$ cat config.mk
export PLATFORM = sky130hd
export DESIGN_NAME = display_scheduler
export DESIGN_NICKNAME = d
export VERILOG_FILES = /design/src/rtl/display_pkg.sv /design/src/rtl/decode_7segment.sv /design/src/rtl/display_scheduler.sv
export SDC_FILE = /design/constraint.sdc
export NUM_CORES = 1
export LEC_CHECK = 0
export CORE_UTILIZATION = 30
export DETAILED_ROUTE_END_ITERATION = 6
export PLACE_DENSITY_LB_ADDON = 0.1
export SYNTH_ARGS = -nofsm -noshare
export SYNTH_HDL_FRONTEND = slang
export SYNTH_SLANG_ARGS = --single-unit
$ cat constraint.sdc
create_clock -name clk -period 5 [get_ports clk]
set_clock_uncertainty 0.15 [all_clocks]
set_input_delay 1 -clock clk [delete_from_list [all_inputs] [get_ports clk]]
set_output_delay 1 -clock clk [all_outputs]
set_load 0.02 [all_outputs]
$ cat src/rtl/display_pkg.sv
`default_nettype none
// display_pkg: shared constants, state encoding and helpers for the HEX display scheduler.
package display_pkg;

  localparam int         NIBBLE_W  = 4;
  localparam logic [6:0] SEG_BLANK = 7'h7F;

  typedef enum logic [1:0] {
    IDLE    = 2'd0,
    CONVERT = 2'd1,
    DECODE  = 2'd2
  } state_e;

  // Largest value representable in the given number of decimal digits.
  function automatic int max_value(input int digits);
    int v;
    v = 1;
    for (int i = 0; i < digits; i++) begin
      v = v * 10;
    end
    return v - 1;
  endfunction

endpackage
`default_nettype wire

$ cat src/rtl/decode_7segment.sv
`default_nettype none
// decode_7segment: BCD digit to active-low seven-segment pattern, bit 0 = segment a.
module decode_7segment
  import display_pkg::*;
(
  input  logic [3:0] decimal,
  output logic [6:0] display
);

  always_comb begin
    display = SEG_BLANK;
    case (decimal)
      4'd0:    display = 7'h40;
      4'd1:    display = 7'h79;
      4'd2:    display = 7'h24;
      4'd3:    display = 7'h30;
      4'd4:    display = 7'h19;
      4'd5:    display = 7'h12;
      4'd6:    display = 7'h02;
      4'd7:    display = 7'h78;
      4'd8:    display = 7'h00;
      4'd9:    display = 7'h10;
      default: display = SEG_BLANK;
    endcase
  end

endmodule
`default_nettype wire

$ cat src/rtl/display_scheduler.sv
`default_nettype none
// display_scheduler: binary total -> BCD (serial double-dabble) -> time-shared 7-seg decode,
// committing all digits to the HEX outputs in a single cycle.
module display_scheduler
  import display_pkg::*;
#(
  parameter int WIDTH  = 14,
  parameter int DIGITS = 4
) (
  input  logic                  clk,
  input  logic                  reset,
  input  logic [WIDTH-1:0]      in_value,
  input  logic                  in_valid,
  output logic                  in_ready,
  output logic [7*DIGITS-1:0]   hex,
  output logic                  overflow,
  output logic                  busy,
  output logic                  done
);

  localparam int                BCD_W   = NIBBLE_W * DIGITS;
  localparam int                CNT_W   = $clog2(WIDTH + 1);
  localparam int                IDX_W   = (DIGITS > 1) ? $clog2(DIGITS) : 1;
  localparam logic [31:0]       MAX_VAL = 32'(max_value(DIGITS));
  localparam logic [WIDTH-1:0]  MAX_IN  = WIDTH'(MAX_VAL);

  localparam logic [1:0] S_IDLE    = IDLE;
  localparam logic [1:0] S_CONVERT = CONVERT;
  localparam logic [1:0] S_DECODE  = DECODE;

  logic [1:0]            state;
  logic [CNT_W-1:0]      cnt;
  logic [WIDTH-1:0]      bin;
  logic [BCD_W-1:0]      bcd;
  logic [IDX_W-1:0]      idx;
  logic                  blank_flag;
  logic                  pend_ovf;
  logic [7*DIGITS-1:0]   shadow;

  logic                  over;
  logic [BCD_W-1:0]      bcd_adj;
  logic [NIBBLE_W-1:0]   nibble;
  logic [6:0]            dec_out;
  logic [6:0]            seg_out;
  logic [7*DIGITS-1:0]   commit;

  // Double-dabble correction: every nibble >= 5 gets +3 before the shift.
  function automatic logic [BCD_W-1:0] dabble_adjust(input logic [BCD_W-1:0] b);
    logic [BCD_W-1:0] r;
    r = b;
    for (int i = 0; i < DIGITS; i++) begin
      if (r[i*NIBBLE_W +: NIBBLE_W] >= 4'd5) begin
        r[i*NIBBLE_W +: NIBBLE_W] = r[i*NIBBLE_W +: NIBBLE_W] + 4'd3;
      end
    end
    return r;
  endfunction

  assign in_ready = (state == S_IDLE);
  assign busy     = (state != S_IDLE);
  assign over     = (32'(in_value) > MAX_VAL);
  assign bcd_adj  = dabble_adjust(bcd);
  assign nibble   = bcd[int'(idx)*NIBBLE_W +: NIBBLE_W];

  decode_7segment u_decode (
    .decimal (nibble),
    .display (dec_out)
  );

  // Digit 0 is exempt from blanking so a zero total still reads "0".
  assign seg_out = (blank_flag && (nibble == '0) && (idx != '0)) ? SEG_BLANK : dec_out;

  always_comb begin
    commit      = shadow;
    commit[6:0] = seg_out;
  end

  always_ff @(posedge clk) begin
    if (reset) begin
      state      <= S_IDLE;
      cnt        <= '0;
      bin        <= '0;
      bcd        <= '0;
      idx        <= '0;
      blank_flag <= 1'b1;
      pend_ovf   <= 1'b0;
      shadow     <= '0;
      hex        <= {DIGITS{SEG_BLANK}};
      overflow   <= 1'b0;
      done       <= 1'b0;
    end else begin
      done <= 1'b0;
      case (state)
        S_IDLE: begin
          if (in_valid) begin
            bin      <= over ? MAX_IN : in_value;
            pend_ovf <= over;
            bcd      <= '0;
            cnt      <= CNT_W'(WIDTH);
            state    <= S_CONVERT;
          end
        end
        S_CONVERT: begin
          bcd <= {bcd_adj[BCD_W-2:0], bin[WIDTH-1]};
          bin <= bin << 1;
          cnt <= cnt - 1'b1;
          if (cnt == CNT_W'(1)) begin
            idx        <= IDX_W'(DIGITS - 1);
            blank_flag <= 1'b1;
            state      <= S_DECODE;
          end
        end
        S_DECODE: begin
          shadow[int'(idx)*7 +: 7] <= seg_out;
          if (nibble != '0) begin
            blank_flag <= 1'b0;
          end
          if (idx == '0) begin
            hex      <= commit;
            overflow <= pend_ovf;
            done     <= 1'b1;
            state    <= S_IDLE;
          end else begin
            idx <= idx - 1'b1;
          end
        end
        default: state <= S_IDLE;
      endcase
    end
  end

endmodule
`default_nettype wire

==> flow_summary.toml <==
[run_status]
status = "complete, no violations"

[worst_setup_path]
worstPathCellList = "mux4_1 > inv_1 > ha_1 > and3b_1 > o31ai_1 > o31a_1 > o21ai_1"
critPathLaunchType = "flop"
max_stage_delay_ps = 750
r2r_start = "idx[0]"
critPathLaunch = "idx[0]"
slowest_stage = "dfxtp_1"
cp_max_fo = 17
crit_end = "shadow[18]"
rrSetupSlack_ps = 1980
rr_worst_depth = 7
cp.arrival_ps = 3160
rr_endpoint = "shadow[18]"
path_class = "flop to flop"
end_kind = "flop"
required_ps = 5130

[sta]
drv_slew = 0
rsz0062_at_grt = "no"
worst_pin_slew_ps = 1080
fmax_mhz = 331
finalSetupViolCount = 0
tns_ps = 0
whs_ps = 301
finalCritPeriodShare = 0.604
period_minus_slack_ps = 3020
maxSlewHeadroom = 0.280
hold_viol = 0

[clock_network]
postCtsSetupRepairBufs = 0
cts_tree = "yes"
ctsHoldBuffers = 0
cts_max_path_buffers = 2
clock-sinks = 91
cts_buffers = 9
clock_latency_ps = 350
post_cts_resized = 0
clk_pin_slew_worst_paths_ps = 70
root_buffer = "clkbuf_16"
cts_max_level = 3

[route]
drtPass1Iterations = 4
drc_errors = 0
viasPerCell = 5.00
first_iter_violations = 141
wl_per_cell_microns = 14.4
wl_microns = 10400
dr_total_vias = 3616
detail-route-antenna-nets = 0

[logic_synthesis]
synth_top_flop_cell = "dfxtp_1"
synth-compound-area-share = 0.171
synthesis.area_sq_um = 4210
ys_warn_count = 0
synthArstFlopShare = 0
yosys.area_share.adder = 0.0565
synthMuxAreaShare = 0.0327
syn_avg_cell_area_sq_um = 8.22
postSynthCellCount = 512
syn_nets = 548
yosys.area_share.simple = 0.245
synthXorXnorAreaFrac = 0.0146
synth_top_family_by_area = "simple AND/OR/NAND/NOR gates"
ys_types = 45
synth-seq-cells = 91
synth_edf_count = 0
seq_area_frac_synth = 0.433

[final_layout]
n_antenna_cell = 0
layout-drive-gt1-share = 0.0548
area.growth.synth_to_final_pct = 21.0
layout.nets = 579

[floorplanning]
core_sq_um = 13500
die_h_microns = 120
start_util = 0.313
fp-row-count = 42
ios = 49
dieWidth_microns = 120
die_area_sq_um = 14500

[power_and_ir_drop]
leakage_nw = 1.91
ir_drop_v = 0.000236
power_density_nw_per_um2 = 316
total_power_w = 0.00161

[place]
port_buffers = 48
gp_congestion = 0.772
dp_hpwl_microns = 7040

[grt]
grtUsageTotal = 0.153
grt_pass1_vias = 3413
grt_max_degree = 49
grt_pass1_wl_microns = 17100
antenna_found_initial = 0
grt-ovfl-total = 0

[worst_hold_path]
hold_class = "flop to flop"

[flow_run]
max_cap_violations = 0
==> per-layer routing <==
metal	global-route usage	up-vias	wire, microns
li1	-	1824	-
met1	0.188	1718	5010
met2	0.250	59	4740
met3	0.0448	15	409
met4	0.0579	0	222
met5	0	-	0
==> where the power goes <==
part           leakage [nW]  switching [W]  internal (W)
clock                 0.145       0.000292      0.000401
sequential            0.739      0.0000183      0.000745
combinational          1.02      0.0000889     0.0000624
==> Yosys cell counts, drive strengths merged, types with 5 or more instances <==
master | n | share of area
buf | 8 | 0.012
nand2b | 7 | 0.010
dfxtp | 91 | 0.43
a31o | 5 | 0.010
and2 | 7 | 0.010
nand2 | 101 | 0.090
nand3b | 24 | 0.043
o21ai | 42 | 0.050
inv | 18 | 0.016
a211oi | 5 | 0.0089
a21oi | 48 | 0.060
nor2 | 40 | 0.036
ha | 19 | 0.057
nand3 | 14 | 0.017
nor2b | 5 | 0.0074
nor3 | 11 | 0.013
clkbuf | 22 | 0.020
==> cell families after synthesis <==
logic type,Yosys count
compound gates,121
xor+xnor,7
fa+ha+maj,19
buf+inv,48
flops,91
mux,8
simple gates,218
==> worst min path at each step <==
stage / startpoint / endpoint / depth (start not counted)
finish: shadow[7] / shadow[7] / 2
global route: shadow[25] / shadow[25] / 2
CTS: shadow[7] / shadow[7] / 2
detailed placement: shadow[17] / shadow[17] / 2
global placement: shadow[18] / shadow[18] / 2
floorplan: shadow[12] / shadow[12] / 2
==> worst max-delay path, delay by kind of cell, from the launching register on <==
kind / cells / cell delay [ps]
AOI/OAI and AO/OA: 3 / 660
and+or+nand+nor: 1 / 290
buffers and inverters: 1 / 140
muxes: 1 / 730
adders and majority gates: 1 / 230
DFF: 1 / 750
==> flip-flops by register name, summed over array words and instances (netlist names) <==
name / flops
overflow: 1
shadow: 21
pend_ovf: 1
cnt: 4
state: 2
bin: 14
idx: 2
done: 1
blank_flag: 1
bcd: 16
hex: 28
==> stage by stage <==
stage | instances | setup WS (ps) | util | instance area [sq um]
floorplan | 512 | 2580 | - | 4210
global placement | 708 | 1860 | 0.356 | 4790
detailed placement | 708 | 1860 | 0.356 | 4790
CTS | 723 | 1970 | 0.378 | 5090
global route | 723 | 1770 | 0.378 | 5090
finish | 723 | 1980 | 0.378 | 5090
==> layout by cell type, fill, tap and decap left out, types with 5 or more instances in the layout <==
| cell type | Yosys | layout |
|---|---|---|
| a211oi_1 | 5 | 5 |
| a21oi_1 | 47 | 47 |
| a31o_2 | 5 | 5 |
| and2_1 | 6 | 6 |
| clkbuf_16 | 0 | 9 |
| clkdlybuf4s50_1 | 0 | 47 |
| dfxtp_1 | 91 | 91 |
| ha_1 | 19 | 19 |
| inv_1 | 18 | 18 |
| nand2_1 | 101 | 101 |
| nand2b_1 | 7 | 7 |
| nand3_1 | 14 | 14 |
| nand3b_1 | 24 | 24 |
| nor2_1 | 40 | 40 |
| nor3_1 | 11 | 11 |
| o21ai_0 | 32 | 32 |
| o21ai_1 | 10 | 10 |
==> layout make-up <==
| class | instances | area [sq um] |
|---|---|---|
| clock inverters | 5 | 63.8 |
| clock buffers | 10 | 239 |
| fillers | 1460 | 8360 |
| multi-input cells | 373 | 2190 |
| well taps | 176 | 220 |
| repair buffers | 50 | 490 |
| flip-flops and latches | 91 | 1820 |
| inverters | 18 | 67.6 |
Power figures use the tool's default switching activity.
